File: src/rtl/qreg_param.sv
// rtl/qreg_param.sv - parametrised multiplier Q register with shift counter
//
// Optional feature macro: QREG_ROTATE_EN (code 101 rotates right when defined,
// otherwise code 101 behaves as Hold).
//
// Ports:
//   clock        rising-edge clock
//   reset        asynchronous active-high reset
//   control[2:0] operation select
//                000 Load, 001 Clear, 010 ShiftR, 011 Hold,
//                100 ShiftL, 101 Rotate/Hold, 110 ArithR, 111 Hold
//   load         parallel load data
//   A_in         serial in at the MSB on right shift
//   S_in         serial in at the LSB on left shift
//   Q_out        registered contents
//   Q_lsb        Q_out[0]
//   Q_msb        Q_out[WIDTH-1]
//   shift_count  shifts since last Load/Clear, saturates at WIDTH
//   done         shift_count == WIDTH

module qreg_param #(
    parameter int               WIDTH       = 8,
    parameter int               CNT_W       = $clog2(WIDTH + 1),
    parameter logic [WIDTH-1:0] RESET_VALUE = '0
) (
    input  logic             clock,
    input  logic             reset,
    input  logic [2:0]       control,
    input  logic [WIDTH-1:0] load,
    input  logic             A_in,
    input  logic             S_in,
    output logic [WIDTH-1:0] Q_out,
    output logic             Q_lsb,
    output logic             Q_msb,
    output logic [CNT_W-1:0] shift_count,
    output logic             done
);

    localparam logic [2:0] OP_LOAD   = 3'b000;
    localparam logic [2:0] OP_CLEAR  = 3'b001;
    localparam logic [2:0] OP_SHIFTR = 3'b010;
    localparam logic [2:0] OP_SHIFTL = 3'b100;
`ifdef QREG_ROTATE_EN
    localparam logic [2:0] OP_ROTATE = 3'b101;
`endif
    localparam logic [2:0] OP_ARITHR = 3'b110;

    localparam logic [CNT_W-1:0] CNT_MAX = CNT_W'(WIDTH);

    // Saturating increment: once WIDTH shifts have happened the sequencer
    // sees a stable done, even if it keeps shifting.
    logic [CNT_W-1:0] count_next;
    always_comb begin
        count_next = shift_count;
        if (shift_count < CNT_MAX) begin
            count_next = shift_count + CNT_W'(1);
        end
    end

    always_ff @(posedge clock or posedge reset) begin
        if (reset) begin
            Q_out       <= RESET_VALUE;
            shift_count <= '0;
        end else begin
            case (control)
                OP_LOAD: begin
                    Q_out       <= load;
                    shift_count <= '0;
                end
                OP_CLEAR: begin
                    Q_out       <= RESET_VALUE;
                    shift_count <= '0;
                end
                OP_SHIFTR: begin
                    Q_out       <= {A_in, Q_out[WIDTH-1:1]};
                    shift_count <= count_next;
                end
                OP_SHIFTL: begin
                    Q_out       <= {Q_out[WIDTH-2:0], S_in};
                    shift_count <= count_next;
                end
`ifdef QREG_ROTATE_EN
                OP_ROTATE: begin
                    Q_out       <= {Q_out[0], Q_out[WIDTH-1:1]};
                    shift_count <= count_next;
                end
`endif
                OP_ARITHR: begin
                    Q_out       <= {Q_out[WIDTH-1], Q_out[WIDTH-1:1]};
                    shift_count <= count_next;
                end
                default: begin
                    // Hold and reserved codes leave both registers untouched.
                end
            endcase
        end
    end

    assign Q_lsb = Q_out[0];
    assign Q_msb = Q_out[WIDTH-1];
    assign done  = (shift_count == CNT_MAX);

endmodule
File: config.mk
export PLATFORM = sky130hd
export DESIGN_NAME = qreg_param
export DESIGN_NICKNAME = d
export VERILOG_FILES = /design/src/rtl/qreg_param.sv
export SDC_FILE = /design/constraint.sdc
export NUM_CORES = 1
export LEC_CHECK = 0
export ABC_AREA = 0
export ABC_CLOCK_PERIOD_IN_PS = 1300
export CAP_MARGIN = 20
export CORE_ASPECT_RATIO = 0.6
export CORE_MARGIN = 10
export CORE_UTILIZATION = 25
export CTS_CLUSTER_DIAMETER = 50
export DETAILED_ROUTE_END_ITERATION = 10
export GPL_TIMING_DRIVEN = 0
export PLACE_DENSITY_LB_ADDON = 0.3
export SLEW_MARGIN = 40
export SYNTH_ARGS = -nofsm -noshare
export SYNTH_HDL_FRONTEND = slang
export SYNTH_SLANG_ARGS = --single-unit
File: constraint.sdc
create_clock -name clock -period 1.3 [get_ports clock]
set_clock_uncertainty 0.1 [all_clocks]
set_input_delay 0.26 -clock clock [delete_from_list [all_inputs] [get_ports clock]]
set_output_delay 0.26 -clock clock [all_outputs]
set_load 0.02 [all_outputs]
==> results by group <==
Layout
  – Share of cells above drive strength 1: 43.3%
  – Area Overhead vs Synth: 58.1%
  – Diode count: 0
  – Fillcell total: 274
  – Nets: 138
  – Post-route cell area: 1280 um^2

Setup path
  – Critical path arrival: 1.11 ns
  – Crit-path cells: inv_2 -> ha_4 -> and3b_1 -> buf_6
  – CP endpoint kind: primary output
  – Slowest CP cell: dfrtp_2
  – Required time worst endpoint: 0.94 ns
  – CP top delay family: flip-flops
  – Classification of the worst setup path: flop to primary output
  – Max FO, Critical Path: 2
  – Crit path launch type: flop
  – CP Buf/Inv Count: 2
  – Slowest stage delay, CP: 0.41 ns

Logic synthesis
  – Syn avg cell area: 10.5 um^2
  – Top cells by area, synth: dfrtp_1, o41ai_2, mux2i_1
  – Post-synth EDFFs: 0
  – Ys Warns: 0
  – Synthesized area: 807 um^2
  – Synth area leader: dfrtp_1
  – Post-synth ARST share: 100%
  – Synth top area share: 37.2%
  – Seq/Total Area, Yosys: 37.2%
  – Synth Register Bits: 12
  – Yosys cell types: 25
  – Main synth FF type: dfrtp_1
  – Cell count after synthesis: 77
  – Syn Nets: 94

Clock tree
  – CTS tree: yes
  – Cts bufs inserted: 3
  – Num Clock Sinks: 12
  – Clock Latency Late Sink: 0.24 ns
  – CTS max path bufs: 2
  – Clk pin slew, worst setup/hold paths: 0.05 ns
  – CTS H-Tree Depth: 1
  – Clock root cell: clkbuf_8
  – # hold bufs at CTS: 0

Power and ir drop
  – Cell Pwr Density: 1350 nW/um^2
  – Total power: 1720 uW
  – Seq pwr share: 30.7%
  – Leak: 0.000583 uW
  – NetSw: 610 uW
  – Int Power: 1110 uW
  – Clock share of power: 20.8%
  – Sw Share: 35.5%
  – Peak VDD IR: 0.813 mV
  – Combinational Power Share: 48.5%

Placed design
  – RePlAce Congestion: 0.736
  – Area post-placement: 1130 um^2
  – I/O Buffers: 27
  – DPL Wire Length: 1800 um

Global route
  – First-pass GRT wire length: 3870 um
  – Initial antenna violation count: 0
  – All-layer global routing usage: 8.17%
  – Vias in the first global route: 763
  – Pin count of the biggest net entering global routing: 13
  – Gr ovfl total: 0

Die
  – Core footprint: 2980 um^2
  – DIE WIDTH: 93.4 um
  – Row Count: 15
  – Die H: 64.0 um
  – Die area: 5980 um^2
  – Initial core utilization: 27.0%
  – I/O pins: 30

Route
  – DRC errors left: 0
  – Detailed-route wire length per cell: 15.6 um
  – DRT Pass-1 Iters: 4
  – Via count: 733
  – Initial DRC count: 42
  – Antenna-violating nets left: 0
  – Vias per cell: 4.52
  – Post-Route WL: 2520 um

Run status
  – Status: complete, but fails checks
  – Failing checks: setup timing

STA
  – Final setup vio count: 3
  – Max Freq: 680 MHz
  – Final worst path period share: 113%
  – Slew margin rel.: 51.9%
  – RSZ-0062 raised after global routing: yes
  – Final Hold Vio Count: 0
  – Minimum clock period: 1.47 ns
  – Worst-margin pin slew: 0.719 ns
  – Setup ws final: -0.170 ns
  – Fin. max-slew vios: 0

Run
  – Max-cap violations: 0

Worst hold path
  – Hold crit path type: input port to asynchronous set/reset pin
registers in the layout, summed over array words and instances, names as in the netlist:
signal       flops
Q_out            8
shift_count      4
area by class of cell:
class	count	area, um^2	share of cell area (%)
multi-input combinational	53	458	35.9
timing repair buffer	40	332	26.0
sequential	12	303	23.7
buffer	7	71.3	5.59
tap	42	52.6	4.12
clock buffer	4	45.0	3.53
inverter	4	15.0	1.18
repair_timing:
item / 4_1_cts / 5_1_grt
resized for setup: 62 / 22
gates cloned: 1 / 0
pin swaps: 2 / 4
setup endpoints to repair: 27 / 16
buffers inserted: 7 / 5
stage by stage:
| stage | setup TNS (ns) | hold WS [ns] | util [%] | std cells | setup slack [ns] |
|---|---|---|---|---|---|
| final | -0.293 | 0.233 | 42.8 | 162 | -0.170 |
| after floorplan | 0 | 0.0246 | - | 77 | 0.0126 |
| after detailed placement | -6.15 | 0.451 | 37.9 | 146 | -0.469 |
| after global routing | -0.520 | 0.283 | 42.8 | 162 | -0.230 |
| after global placement | -5.90 | 0.432 | 37.9 | 146 | -0.455 |
| after CTS | -0.316 | 0.260 | 41.5 | 158 | -0.166 |
cells in the final DEF, fill, tap and decap left out, drive strengths merged, types with 2 or more instances in the layout:
cell,count
clkbuf,6
nor2,6
inv,4
dfrtp,12
buf,33
a2111oi,2
mux2i,4
nor3b,4
o22ai,4
ha,2
clkdlybuf4s50,11
mux2,4
a21oi,2
nand2,8
nor3,3
nor2b,4
o41ai,3
xnor2,2
layer usage:
| layer | global-route usage (%) | up-vias | part of all wire (%) |
|---|---|---|---|
| li1 | - | 357 | - |
| met1 | 10.9 | 351 | 52 |
| met2 | 10.6 | 21 | 40 |
| met3 | 4.78 | 4 | 7.2 |
| met4 | 2.11 | 0 | 1.1 |
| met5 | 0 | - | 0 |
Yosys cell counts (all sizes together), types with 2 or more instances:
| library cell | count |
|---|---|
| xnor2 | 2 |
| nor2b | 4 |
| inv | 4 |
| nor3 | 3 |
| o41ai | 3 |
| dfrtp | 12 |
| a21oi | 2 |
| a2111oi | 2 |
| ha | 2 |
| mux2i | 4 |
| mux2 | 4 |
| o22ai | 4 |
| nor3b | 4 |
| nand2 | 8 |
| nor2 | 6 |
| buf | 8 |
path summary, 6_finish.rpt:
kind                                     start              to  slack (ns)  cells past startpoint
worst max register to register  shift_count[0]  shift_count[2]       -0.06                      6
worst min-delay path                     reset        Q_out[5]        0.23                      2
worst min register to register        Q_out[5]        Q_out[5]        0.45                      2
min in group clock                  control[2]  shift_count[3]        0.37                      3
max in group asynchronous                reset        Q_out[6]        0.51                      2
worst max-delay path            shift_count[0]            done       -0.17                      4
cell families (layout without fill, tap and decap cells):
kind of cell / Yosys count / count (layout) / synth area share, %
and+or+nand+nor: 27 / 27 / 19.8
adders and majority gates: 2 / 2 / 3.10
buffers and inverters: 12 / 55 / 10.4
DFF: 12 / 12 / 37.2
xor gates and xnor gates: 2 / 2 / 2.17
muxes: 8 / 8 / 10.5
AOI/OAI and AO/OA: 14 / 14 / 16.7
power by group through the flow:
stage                     clock network, uW  logic (uW)  registers (uW)
after floorplan                           0         250             631
after global placement                    0         599             556
after detailed placement                  0         611             556
after CTS                               368         708             527
after global routing                    393         899             543
final                                   358         833             527
(Power assumes the default switching activity.)
